===== config.mk =====
export PLATFORM = sky130hd
export DESIGN_NAME = rx_word_packer
export DESIGN_NICKNAME = d
export VERILOG_FILES = /design/src/rtl/rx_word_packer.sv
export SDC_FILE = /design/constraint.sdc
export NUM_CORES = 1
export LEC_CHECK = 0
export BUFFER_PORTS_ARGS = -buffer_cell sky130_fd_sc_hd__buf_2
export CAP_MARGIN = 30
export CORE_MARGIN = 3
export CORE_UTILIZATION = 35
export DETAILED_ROUTE_END_ITERATION = 8
export SYNTH_ARGS = -nofsm -noshare
export SYNTH_HDL_FRONTEND = slang
export SYNTH_SLANG_ARGS = --single-unit

===== constraint.sdc =====
create_clock -name clk -period 2.2 [get_ports clk]
set_clock_uncertainty 0.15 [all_clocks]
set_input_delay 0.33 -clock clk [delete_from_list [all_inputs] [get_ports clk]]
set_output_delay 0.33 -clock clk [all_outputs]
set_load 0.02 [all_outputs]

===== src/rtl/rx_word_packer.sv =====
// 8N1 serial receiver that packs four consecutive bytes (first byte -> [7:0]) into a 32-bit word.
// Optional inter-byte gap timeout enabled by defining RX_TIMEOUT_EN.
module rx_word_packer #(
  parameter int CLKS_PER_BIT = 42,
  parameter int TIMEOUT_BITS = 40
) (
  input  logic        clk,
  input  logic        rst,
  input  logic        rx_in,
  output logic [31:0] data_out,
  output logic        rx_done,
  output logic        frame_err,
  output logic        timeout,
  output logic        busy
);

  localparam int CW = $clog2(CLKS_PER_BIT);
  localparam logic [CW-1:0] BIT_LAST = CW'(CLKS_PER_BIT - 1);
  localparam logic [CW-1:0] BIT_HALF = CW'(CLKS_PER_BIT / 2 - 1);

  if (CLKS_PER_BIT < 4 || TIMEOUT_BITS < 1) begin : g_param_check
    $error("rx_word_packer: CLKS_PER_BIT must be >= 4 and TIMEOUT_BITS >= 1");
  end

  typedef enum logic [1:0] {S_IDLE, S_START, S_DATA, S_STOP} state_t;

  state_t        state, state_n;
  logic          rx_meta, rx_s, rx_prev;
  logic [CW-1:0] bit_cnt;
  logic [2:0]    bit_idx;
  logic [7:0]    shreg;
  logic [31:0]   word;
  logic [1:0]    byte_cnt;
  logic          fall, bit_end, half_end;
  logic          cnt_clr, shift_en, stop_ok, stop_bad, tmo;

  assign fall     = rx_prev & ~rx_s;
  assign bit_end  = (bit_cnt == BIT_LAST);
  assign half_end = (bit_cnt == BIT_HALF);
  assign busy     = (state != S_IDLE) || (byte_cnt != 2'd0);

  always_ff @(posedge clk) begin
    if (rst) state <= S_IDLE;
    else     state <= state_n;
  end

  always_comb begin
    state_n  = state;
    cnt_clr  = 1'b0;
    shift_en = 1'b0;
    stop_ok  = 1'b0;
    stop_bad = 1'b0;
    case (state)
      S_IDLE: begin
        if (fall) begin
          state_n = S_START;
          cnt_clr = 1'b1;
        end
      end
      S_START: begin
        if (half_end) begin
          if (rx_s) begin
            state_n = S_IDLE;
          end else begin
            state_n = S_DATA;
            cnt_clr = 1'b1;
          end
        end
      end
      S_DATA: begin
        if (bit_end) begin
          shift_en = 1'b1;
          if (bit_idx == 3'd7) state_n = S_STOP;
        end
      end
      S_STOP: begin
        if (bit_end) begin
          state_n  = S_IDLE;
          stop_ok  = rx_s;
          stop_bad = ~rx_s;
        end
      end
      default: state_n = S_IDLE;
    endcase
  end

  always_ff @(posedge clk) begin
    if (rst) begin
      rx_meta   <= 1'b1;
      rx_s      <= 1'b1;
      rx_prev   <= 1'b1;
      bit_cnt   <= '0;
      bit_idx   <= '0;
      shreg     <= '0;
      word      <= '0;
      byte_cnt  <= '0;
      data_out  <= '0;
      rx_done   <= 1'b0;
      frame_err <= 1'b0;
    end else begin
      rx_meta   <= rx_in;
      rx_s      <= rx_meta;
      rx_prev   <= rx_s;
      rx_done   <= 1'b0;
      frame_err <= stop_bad;

      if (cnt_clr || bit_end) bit_cnt <= '0;
      else                    bit_cnt <= bit_cnt + 1'b1;

      if (cnt_clr)       bit_idx <= '0;
      else if (shift_en) bit_idx <= bit_idx + 1'b1;

      if (shift_en) shreg <= {rx_s, shreg[7:1]};

      if (stop_ok) begin
        word[{byte_cnt, 3'b000} +: 8] <= shreg;
        if (byte_cnt == 2'd3) begin
          // byte 3 bypasses word so data_out and rx_done land together
          data_out <= {shreg, word[23:0]};
          rx_done  <= 1'b1;
          byte_cnt <= '0;
        end else begin
          byte_cnt <= byte_cnt + 1'b1;
        end
      end else if (stop_bad || tmo) begin
        byte_cnt <= '0;
      end
    end
  end

`ifdef RX_TIMEOUT_EN
  localparam int GAP_MAX = TIMEOUT_BITS * CLKS_PER_BIT;
  localparam int GW      = $clog2(GAP_MAX + 1);

  logic [GW-1:0] gap_cnt;

  assign tmo = (state == S_IDLE) && (byte_cnt != 2'd0) && (gap_cnt == GW'(GAP_MAX - 1));

  always_ff @(posedge clk) begin
    if (rst) begin
      gap_cnt <= '0;
      timeout <= 1'b0;
    end else begin
      timeout <= tmo;
      if (state != S_IDLE || byte_cnt == 2'd0 || fall || tmo) gap_cnt <= '0;
      else                                                   gap_cnt <= gap_cnt + 1'b1;
    end
  end
`else
  assign tmo     = 1'b0;
  assign timeout = 1'b0;
`endif

endmodule

==> results of run 1 <==
==> flip-flops by register name (all words and copies together), names as in the netlist, named ones only <==
signal,flops
rx_done,1
bit_cnt,6
bit_idx,3
byte_cnt,2
state,1
rx_prev,1
shreg,8
data_out,32
rx_meta,1
word,24
rx_s,1
frame_err,1
==> cell usage in the layout, fill, tap and decap left out, types with 2 or more instances in the layout <==
cell        count
a21oi_1        58
nand3_1        31
mux2i_1        11
nor3b_1         5
buf_2          37
nor2_1         18
nand2_1        92
xnor2_1         2
xor2_1          3
inv_6           2
or2_2           3
nor3_1          7
inv_1           6
dfxtp_1        82
ha_1           10
clkinvlp_4      2
clkbuf_8        9
and3_1          4
buf_4           8
==> kinds of logic (layout without fill, tap and decap cells) <==
group | count (synthesis) | in the layout
xor gates and xnor gates | 5 | 5
buffers and inverters | 29 | 69
AOI/OAI and AO/OA | 62 | 62
DFF | 82 | 82
other | 1 | 1
adders and majority gates | 10 | 10
muxes | 11 | 11
and+or+nand+nor | 169 | 169
==> Yosys cell counts, types with 2 or more instances <==
cell / number / area share, %
nor2_1: 18 / 2.2
clkbuf_1: 17 / 2.0
nand3_1: 31 / 4.9
nor3_1: 7 / 1.1
or2_2: 3 / 0.60
and3_1: 4 / 0.80
ha_1: 10 / 4.0
nor3b_1: 5 / 1.2
buf_2: 4 / 0.64
mux2i_1: 11 / 3.5
nand2_1: 92 / 11
a21oi_1: 58 / 9.2
xnor2_1: 2 / 0.56
inv_1: 6 / 0.72
dfxtp_1: 82 / 52
xor2_1: 3 / 0.84
==> metrics by stage <==
stage	area, um2	instances	utilization [%]
floorplan	3141	369	-
global placement	3435	497	40.58
detailed placement	3435	497	40.58
CTS	3645	514	43.06
global route	3645	514	43.06
finish	3645	514	43.06
==> per-layer routing <==
layer	global-route usage, %	vias to the layer above	part of all wire [%]
li1	-	1303	-
met1	17.21	1153	48
met2	21.42	41	47
met3	3.668	8	3.6
met4	6.425	0	1.6
met5	0	-	0
==> worst paths after layout <==
kind                from        to  cells after the start
max reg2reg   bit_cnt[3]  shreg[4]                      4
max          byte_cnt[0]      busy                      4
min reg2reg      rx_meta      rx_s                      1
min                  rst  state[0]                      2
==> power by group <==
part / internal [mW] / switching, mW
Combinational: 0.0189 / 0.0369
Clock: 0.532 / 0.570
Sequential: 1.49 / 0.00902
Total: 2.04 / 0.616
==> layout make-up <==
| class | count | area (um2) |
|---|---|---|
| Sequential cell | 82 | 1642 |
| Timing Repair Buffer | 47 | 275.3 |
| Tap cell | 105 | 131.4 |
| Inverter | 6 | 22.52 |
| Fill cell | 876 | 4820 |
| Clock buffer | 9 | 123.9 |
| Multi-Input combinational cell | 258 | 1374 |
| Clock inverter | 7 | 76.32 |
==> impl_metrics.env, run 1 <==
export IMPL_gp_routability_congestion=0.8030
export IMPL_grt_first_pass_wirelength_um=10900
export IMPL_drv_cap=0
export IMPL_yosys_mux_area_fraction_pct=3.506
export IMPL_cts_setup_buffers=0
export IMPL_synth_top_family_by_area="simple AND/OR/NAND/NOR gates"
export IMPL_final_max_slew_violation_count=0
export IMPL_drt_drc_violations_left=0
export IMPL_postSynth_topFlopCell="dfxtp_1"
export IMPL_clkSinkCount=82
export IMPL_route_vias_total=2505
export IMPL_fp_dieArea_um2=10150
export IMPL_global_route_usage_total_pct=13.59
export IMPL_warnings_synthesis=0
export IMPL_route_detailed_wl_per_inst_um=12.68
export IMPL_via_per_inst=4.874
export IMPL_start_util_pct=37.10
export IMPL_finalCritPeriodShare_pct=90.50
export IMPL_synth_edf_count=0
export IMPL_synth_area_in_compound_gates_pct=10.40
export IMPL_cp_data_arrival_time_ns=1.51
export IMPL_clkTransAtPathRegs_ns=0.08
export IMPL_maximum_number_of_pins_on_one_net_before_global_route_repair=31
export IMPL_synth_fa_ha_area_share_pct=3.984
export IMPL_synth_net_count=382
export IMPL_overflow=0
export IMPL_cts_root_buf="clkbuf_8"
export IMPL_total_of_flip_flops_plus_latches_after_synthesis=82
export IMPL_route_antenna_remaining_nets=0
export IMPL_sequential_share_of_the_synthesized_area_pct=52.27
export IMPL_critPathMaxStageDelay_ns=0.48
export IMPL_cts_buffers=9
export IMPL_netlist_instances=369
export IMPL_path_cells="inv_1 -> ha_1 -> nand2_1 -> buf_2"
export IMPL_placement_setup_worst_slack_ns=0.2793
export IMPL_first_pass_iters=4
export IMPL_design_power_total_mw=2.657
export IMPL_dieHeight_um=100.7
export IMPL_cp_required_ns=1.72
export IMPL_ctsLongestPathBuffers=2
export IMPL_worst_setup_path_type="flop to output port"
export IMPL_grt_pass1_vias=2323
export IMPL_ctsHoldBuffers=1
export IMPL_design_portCount=39
export IMPL_numPortBuffers=37
export IMPL_whs_ns=0.2494
export IMPL_power_density_nw_per_um2=729.1
export IMPL_ys_async_sr_fraction_pct=0
export IMPL_cts_htree_levels=3
export IMPL_cp_max_fo=7
export IMPL_cts_resized=0
export IMPL_final_min_clock_period_ns=1.991
export IMPL_placementRows=33
export IMPL_cp_start_kind="flop"
export IMPL_post_route_worst_setup_slack_ns=0.2090
export IMPL_antenna_found_initial=0
export IMPL_die_x_um=100.7
export IMPL_antenna_diode_count=0
export IMPL_cpLargestDelayFamily="flip-flops"
export IMPL_status="finished, final reports clean"
export IMPL_max_slew_headroom_pct=63.51
export IMPL_syn_to_final_growth_pct=16.06
export IMPL_drive_gt1_share_pct=16.87
export IMPL_synth_avg_cell_area_um2=8.511
export IMPL_power_static_leakage_nw=1.444
export IMPL_irDropWorstVdd_v=0.0003422
export IMPL_design_core_area_um2=8464
export IMPL_netlist_area_um2=3141
export IMPL_worstPathBufferInverterCount=2
export IMPL_worst_slew_pin_slew_ns=0.5432
export IMPL_crit_path_end_kind="output port"
export IMPL_routed_wirelength_um=6518
export IMPL_clock_insertion_delay_worst_skew_ns=0.36
export IMPL_crit_path_top_delay_cell="dfxtp_1"
export IMPL_unrepaired_setup_endpoints_after_global_routing="false"
export IMPL_ys_types=32
export IMPL_maxClockFrequency_ghz=0.5023
export IMPL_report_final_setup_viol=0
export IMPL_hpwlAfterDp_um=4500
export IMPL_layout_nets=417
export IMPL_hold_viol=0
export IMPL_tritoncts="yes"
export IMPL_setup_tns_ns=0
export IMPL_post_synth_and_or_nand_nor_area_fraction_pct=24.34
export IMPL_hold_path_class="primary input to flop"
export IMPL_yosys_area_share_xor_xnor_pct=1.394
export IMPL_first_iter_violations=79
export IMPL_reg2reg_setup_slack_ns=0.28
No activity file was read; power rests on OpenSTA's default activity.
==> inputs of run 2 (changes only) <==
--- a/config.mk
+++ b/config.mk
@@ -5,11 +5,14 @@
 export SDC_FILE = /design/constraint.sdc
 export NUM_CORES = 1
 export LEC_CHECK = 0
+export ABC_AREA = 1
 export BUFFER_PORTS_ARGS = -buffer_cell sky130_fd_sc_hd__buf_2
 export CAP_MARGIN = 30
 export CORE_MARGIN = 3
 export CORE_UTILIZATION = 35
 export DETAILED_ROUTE_END_ITERATION = 8
+export GPL_ROUTABILITY_DRIVEN = 0
+export PLACE_DENSITY_LB_ADDON = 0.08
 export SYNTH_ARGS = -nofsm -noshare
 export SYNTH_HDL_FRONTEND = slang
 export SYNTH_SLANG_ARGS = --single-unit
==> impl_metrics.env, run 2 <==
export IMPL_route_antenna_remaining_nets=0
export IMPL_report_final_setup_viol=0
export IMPL_die_x_um=106.6
export IMPL_worst_setup_path_type="flop to output port"
export IMPL_drt_drc_violations_left=0
export IMPL_grt_first_pass_wirelength_um=12400
export IMPL_start_util_pct=36.06
export IMPL_power_density_nw_per_um2=642.0
export IMPL_most_frequent_cells_in_the_layout="122 x nand2_1, 105 x nor2_1, 83 x inv_1"
export IMPL_critPathMaxStageDelay_ns=0.43
export IMPL_fp_dieArea_um2=11360
export IMPL_max_slew_headroom_pct=57.65
export IMPL_overflow=0
export IMPL_biggest_registers_after_layout="data_out x32, word x24, shreg x8"
export IMPL_clock_insertion_delay_worst_skew_ns=0.35
export IMPL_antenna_found_initial=0
export IMPL_dpl_cell_count=671
export IMPL_synth_edf_count=0
export IMPL_first_pass_iters=4
export IMPL_drive_gt1_share_pct=12.43
export IMPL_drv_cap=0
export IMPL_design_portCount=39
export IMPL_cp_start_kind="flop"
export IMPL_layout_commonest_cell="nand2_1"
export IMPL_syn_to_final_growth_pct=14.70
export IMPL_netlist_instances=513
export IMPL_cts_root_buf="clkbuf_8"
export IMPL_grt_pass1_vias=2647
export IMPL_status="finished, final reports clean"
export IMPL_post_synth_top_count_cell="nand2_1"
export IMPL_via_per_inst=4.218
export IMPL_setup_tns_ns=0
export IMPL_top_register="data_out"
export IMPL_ctsLongestPathBuffers=2
export IMPL_crit_path_end_kind="output port"
export IMPL_synth_net_count=526
export IMPL_worst_slew_pin_slew_ns=0.6314
export IMPL_synth_avg_cell_area_um2=6.902
export IMPL_path_cells="inv_1 -> ha_1 -> nand2_1 -> buf_2"
export IMPL_dieHeight_um=106.6
export IMPL_cts_htree_levels=3
export IMPL_cts_setup_buffers=0
export IMPL_synth_top_cell_area_share_pct=46.36
export IMPL_cp_max_fo=6
export IMPL_cp_data_arrival_time_ns=1.44
export IMPL_hold_path_class="flop to flop"
export IMPL_cts_resized=0
export IMPL_routed_wirelength_um=7146
export IMPL_cts_buffers=9
export IMPL_route_vias_total=2902
export IMPL_postSynth_topFlopCell="dfxtp_1"
export IMPL_final_max_slew_violation_count=0
export IMPL_total_of_flip_flops_plus_latches_after_synthesis=82
export IMPL_unrepaired_setup_endpoints_after_global_routing="false"
export IMPL_synthTopCellsByArea="dfxtp_1 46%, nand2_1 13%, nor2_1 11%"
export IMPL_cp_required_ns=1.72
export IMPL_hold_viol=0
export IMPL_layout_nets=563
export IMPL_clkTransAtPathRegs_ns=0.08
export IMPL_first_iter_violations=119
export IMPL_ys_types=22
export IMPL_tritoncts="yes"
export IMPL_clkSinkCount=82
export IMPL_irDropWorstVdd_v=0.0002553
export IMPL_largest_register_ff_count=32
export IMPL_power_static_leakage_nw=2.115
export IMPL_crit_path_top_delay_cell="dfxtp_1"
export IMPL_placementRows=36
export IMPL_maximum_number_of_pins_on_one_net_before_global_route_repair=36
export IMPL_whs_ns=0.2616
export IMPL_final_min_clock_period_ns=1.917
export IMPL_hpwlAfterDp_um=4876
export IMPL_synth_largest_area_cell="dfxtp_1"
export IMPL_design_core_area_um2=9819
export IMPL_maxClockFrequency_ghz=0.5218
export IMPL_synth_commonest_cells="122 x nand2_1, 105 x nor2_1, 83 x inv_1"
export IMPL_antenna_diode_count=0
export IMPL_warnings_synthesis=0
export IMPL_netlist_area_um2=3541
export IMPL_global_route_usage_total_pct=13.55
export IMPL_ys_async_sr_fraction_pct=0
export IMPL_final_cell_utilization_of_the_core_pct=41.36
export IMPL_numPortBuffers=37
export IMPL_finalCritPeriodShare_pct=87.12
export IMPL_route_detailed_wl_per_inst_um=10.39
export IMPL_layoutNonFillerInstCount=688
export IMPL_sequential_share_of_the_synthesized_area_pct=46.36
==> run 2: what timing repair did <==
action,CTS,global route
setup endpoints to repair,0,0
hold buffers,1,0
endpoints found under the hold margin,1,0
==> run 2: metrics by stage <==
stage / instance area [um2] / setup WS (ns) / power, mW
floorplan: 3541 / 0.4524 / 1.588
global placement: 3869 / 0.3473 / 1.612
global route: 4061 / 0.06741 / 2.731
detailed placement: 3869 / 0.3120 / 1.614
CTS: 4061 / 0.2705 / 2.656
finish: 4061 / 0.2835 / 2.608
==> run 2: worst paths after layout <==
kind	endpoint	from	depth (start not counted)	slack, ns
hold reg to reg	rx_s	rx_meta	1	0.26
setup reg to reg	word[7]	bit_cnt[0]	8	0.33
hold / removal	rx_s	rx_meta	1	0.26
setup / recovery	busy	byte_cnt[0]	4	0.28
==> run 2: critical path: cells and delay by family (launching register included) <==
kind          cells  cell delay, ns
flops             1            0.43
buf+inv           2            0.30
fa+ha+maj         1            0.26
simple gates      1            0.10
==> run 2: area by class of cell <==
class / instances / area [um2]
tap: 133 / 166.4
multi-input combinational: 325 / 1468
inverter: 86 / 322.8
sequential: 82 / 1642
clock inverter: 2 / 10.01
fill: 1084 / 5758
clock buffer: 14 / 172.7
timing repair buffer: 46 / 280.3
==> run 2: cell families (layout without fill, tap and decap cells) <==
kind of cell	after synthesis	after routing	share of synthesized area (%)
and+or+nand+nor	263	263	30.39
DFF	82	82	46.36
AOI/OAI and AO/OA	49	49	6.926
xor gates and xnor gates	2	2	0.4948
adders and majority gates	10	10	3.534
buffers and inverters	106	148	12.19
other	1	1	0.1059
==> run 2: routing by layer <==
| metal | vias to the layer above | routed length, um | global-route usage [%] | share of wire, % |
|---|---|---|---|---|
| met5 | - | 0 | 0 | 0 |
| met4 | 0 | 106 | 5.753 | 1.5 |
| met3 | 10 | 237 | 3.191 | 3.3 |
| met2 | 32 | 3130 | 20.55 | 44 |
| met1 | 1257 | 3671 | 18.44 | 51 |
| li1 | 1603 | - | - | - |
==> run 2: report_power, final <==
| group | switching [mW] | internal, mW | total (mW) | leakage, nW |
|---|---|---|---|---|
| registers | 0.0114 | 1.49 | 1.50 | 0.662 |
| logic | 0.0495 | 0.0254 | 0.0750 | 1.36 |
| clock network | 0.528 | 0.501 | 1.03 | 0.0965 |
| total | 0.589 | 2.02 | 2.61 | 2.11 |
==> inputs of run 3 (changes only) <==
--- a/config.mk
+++ b/config.mk
@@ -6,13 +6,14 @@
 export NUM_CORES = 1
 export LEC_CHECK = 0
 export ABC_AREA = 1
-export BUFFER_PORTS_ARGS = -buffer_cell sky130_fd_sc_hd__buf_2
+export BUFFER_PORTS_ARGS = -buffer_cell sky130_fd_sc_hd__buf_4
 export CAP_MARGIN = 30
 export CORE_MARGIN = 3
 export CORE_UTILIZATION = 35
 export DETAILED_ROUTE_END_ITERATION = 8
 export GPL_ROUTABILITY_DRIVEN = 0
 export PLACE_DENSITY_LB_ADDON = 0.08
+export SETUP_SLACK_MARGIN = 0.02
 export SYNTH_ARGS = -nofsm -noshare
 export SYNTH_HDL_FRONTEND = slang
 export SYNTH_SLANG_ARGS = --single-unit
==> impl_metrics.env, run 3 (same netlist as run 2, synthesis figures left out) <==
export IMPL_comb_power_share_pct=2.6
export IMPL_power_static_leakage_nw=2.115
export IMPL_tritoncts="yes"
export IMPL_clkTransAtPathRegs_ns=0.07
export IMPL_final_min_clock_period_ns=1.887
export IMPL_switchingPower_mw=0.5876
export IMPL_route_vias_total=2870
export IMPL_cts_buffers=9
export IMPL_cts_setup_buffers=0
export IMPL_holdCritStartpoint="rx_in"
export IMPL_top_register="data_out"
export IMPL_cp_required_ns=1.72
export IMPL_fp_dieArea_um2=11360
export IMPL_drive_gt1_share_pct=12.48
export IMPL_cp_max_fo=6
export IMPL_cp_data_arrival_time_ns=1.41
export IMPL_maxClockFrequency_ghz=0.5298
export IMPL_ctsHoldBuffers=0
export IMPL_maximum_number_of_pins_on_one_net_before_global_route_repair=36
export IMPL_hpwlAfterDp_um=4883
export IMPL_clock_insertion_delay_worst_skew_ns=0.34
export IMPL_irDropWorstVdd_v=0.0002779
export IMPL_status="finished, final reports clean"
export IMPL_cp_start_kind="flop"
export IMPL_antenna_found_initial=0
export IMPL_global_route_usage_total_pct=13.16
export IMPL_biggest_registers_after_layout="data_out x32, word x24, shreg x8"
export IMPL_syn_to_final_growth_pct=17.67
export IMPL_r2r_start="bit_cnt[0]"
export IMPL_path_cells="inv_1 -> ha_1 -> nand2_1 -> buf_4"
export IMPL_dieHeight_um=106.6
export IMPL_regToRegEndpoint="word[7]"
export IMPL_design_core_area_um2=9819
export IMPL_holdPathEnd="rx_meta"
export IMPL_whs_ns=0.02460
export IMPL_first_pass_iters=4
export IMPL_ctsLongestPathBuffers=2
export IMPL_final_cell_utilization_of_the_core_pct=42.43
export IMPL_placementRows=36
export IMPL_drv_cap=0
export IMPL_crit_path_end_kind="output port"
export IMPL_drt_drc_violations_left=0
export IMPL_final_max_slew_violation_count=0
export IMPL_crit_path_top_delay_cell="dfxtp_1"
export IMPL_cts_resized=0
export IMPL_clkSinkCount=82
export IMPL_portion_of_total_power_attributed_to_the_clock_network_pct=44.5
export IMPL_power_sequential_fraction_pct=52.9
export IMPL_placement_setup_worst_slack_ns=0.3175
export IMPL_hold_viol=0
export IMPL_cts_root_buf="clkbuf_8"
export IMPL_report_final_setup_viol=0
export IMPL_ff2ff_path_depth=8
export IMPL_numPortBuffers=37
export IMPL_reg2reg_setup_slack_ns=0.32
export IMPL_pint_mw=2.253
export IMPL_via_per_inst=4.184
export IMPL_hold_path_class="primary input to flop"
export IMPL_unrepaired_setup_endpoints_after_global_routing="false"
export IMPL_power_switching_fraction_pct=20.68
export IMPL_overflow=0
export IMPL_post_route_worst_setup_slack_ns=0.3126
export IMPL_most_frequent_cells_in_the_layout="122 x nand2_1, 105 x nor2_1, 83 x inv_1"
export IMPL_grt_first_pass_wirelength_um=12240
export IMPL_largest_register_ff_count=32
export IMPL_routed_wirelength_um=7041
export IMPL_hold_path_cell_count=2
export IMPL_power_density_nw_per_um2=681.8
export IMPL_critPathMaxStageDelay_ns=0.43
export IMPL_layout_commonest_cell="nand2_1"
export IMPL_route_detailed_wl_per_inst_um=10.26
export IMPL_start_util_pct=36.06
export IMPL_first_iter_violations=103
export IMPL_layout_nets=561
export IMPL_cts_htree_levels=3
export IMPL_antenna_diode_count=0
export IMPL_setup_tns_ns=0
export IMPL_worst_setup_path_type="flop to output port"
export IMPL_route_antenna_remaining_nets=0
export IMPL_die_x_um=106.6
export IMPL_finalCritPeriodShare_pct=85.79
export IMPL_grt_pass1_vias=2669
export IMPL_design_portCount=39
run 3: cell types whose count changed in the layout (fill, tap and decap cells not counted):
cell and delta:
buf_2 -37, buf_4 +38, inv_6 +1, buf_12 -2, clkinv_2 -2, dlygate4sd3_1 -1, clkbuf_1 -1, bufinv_16 +2
run 3: how the worst max path moves through the flow:
stage	start	to	slack, ns	cells past startpoint
final	byte_cnt[0]	busy	0.31	4
after global routing	bit_cnt[0]	word[17]	0.12	8
after CTS	byte_cnt[0]	busy	0.30	4
after detailed placement	bit_cnt[0]	word[7]	0.32	8
after global placement	bit_cnt[0]	word[7]	0.36	8
after floorplan	byte_cnt[0]	word[14]	0.45	7
run 3: stage by stage:
stage | instances | total power, mW | cell area, um2
final | 686 | 2.841 | 4167
after global routing | 686 | 2.955 | 4167
after CTS | 686 | 2.885 | 4167
after detailed placement | 670 | 1.612 | 3929
after global placement | 670 | 1.611 | 3929
after floorplan | 513 | 1.588 | 3541
run 3: critical path: cells and delay by family (launching register included):
| family | cells | cell delay (ns) |
|---|---|---|
| adder cells (fa/ha/maj) | 1 | 0.26 |
| AND/OR/NAND/NOR | 1 | 0.10 |
| flip-flops | 1 | 0.43 |
| buffers and inverters | 2 | 0.28 |
run 3: power groups by stage:
| stage | Clock [mW] | Sequential (mW) | Combinational (mW) |
|---|---|---|---|
| after CTS | 1.31 | 1.50 | 0.0743 |
| after detailed placement | 0 | 1.54 | 0.0740 |
| after floorplan | 0 | 1.54 | 0.0522 |
| after global placement | 0 | 1.54 | 0.0726 |
| after global routing | 1.37 | 1.51 | 0.0834 |
| final | 1.26 | 1.50 | 0.0724 |
run 3: metal layers:
metal  routed length [um]  track usage (%)  vias up  part of all wire [%]
met1                 3639            17.88     1220                    52
li1                     -                -     1606                     -
met4                  119            5.479        0                   1.7
met3                  196            2.468       11                   2.8
met2                 3085            20.55       33                    44
met5                    0                0        -                     0
run 3: cell type report:
class,count,area (um2)
clock buffers,13,168.9
well taps,133,166.4
clock inverters,3,68.82
multi-input cells,325,1468
fillers,1092,5653
flip-flops and latches,82,1642
inverters,86,322.8
repair buffers,44,330.3
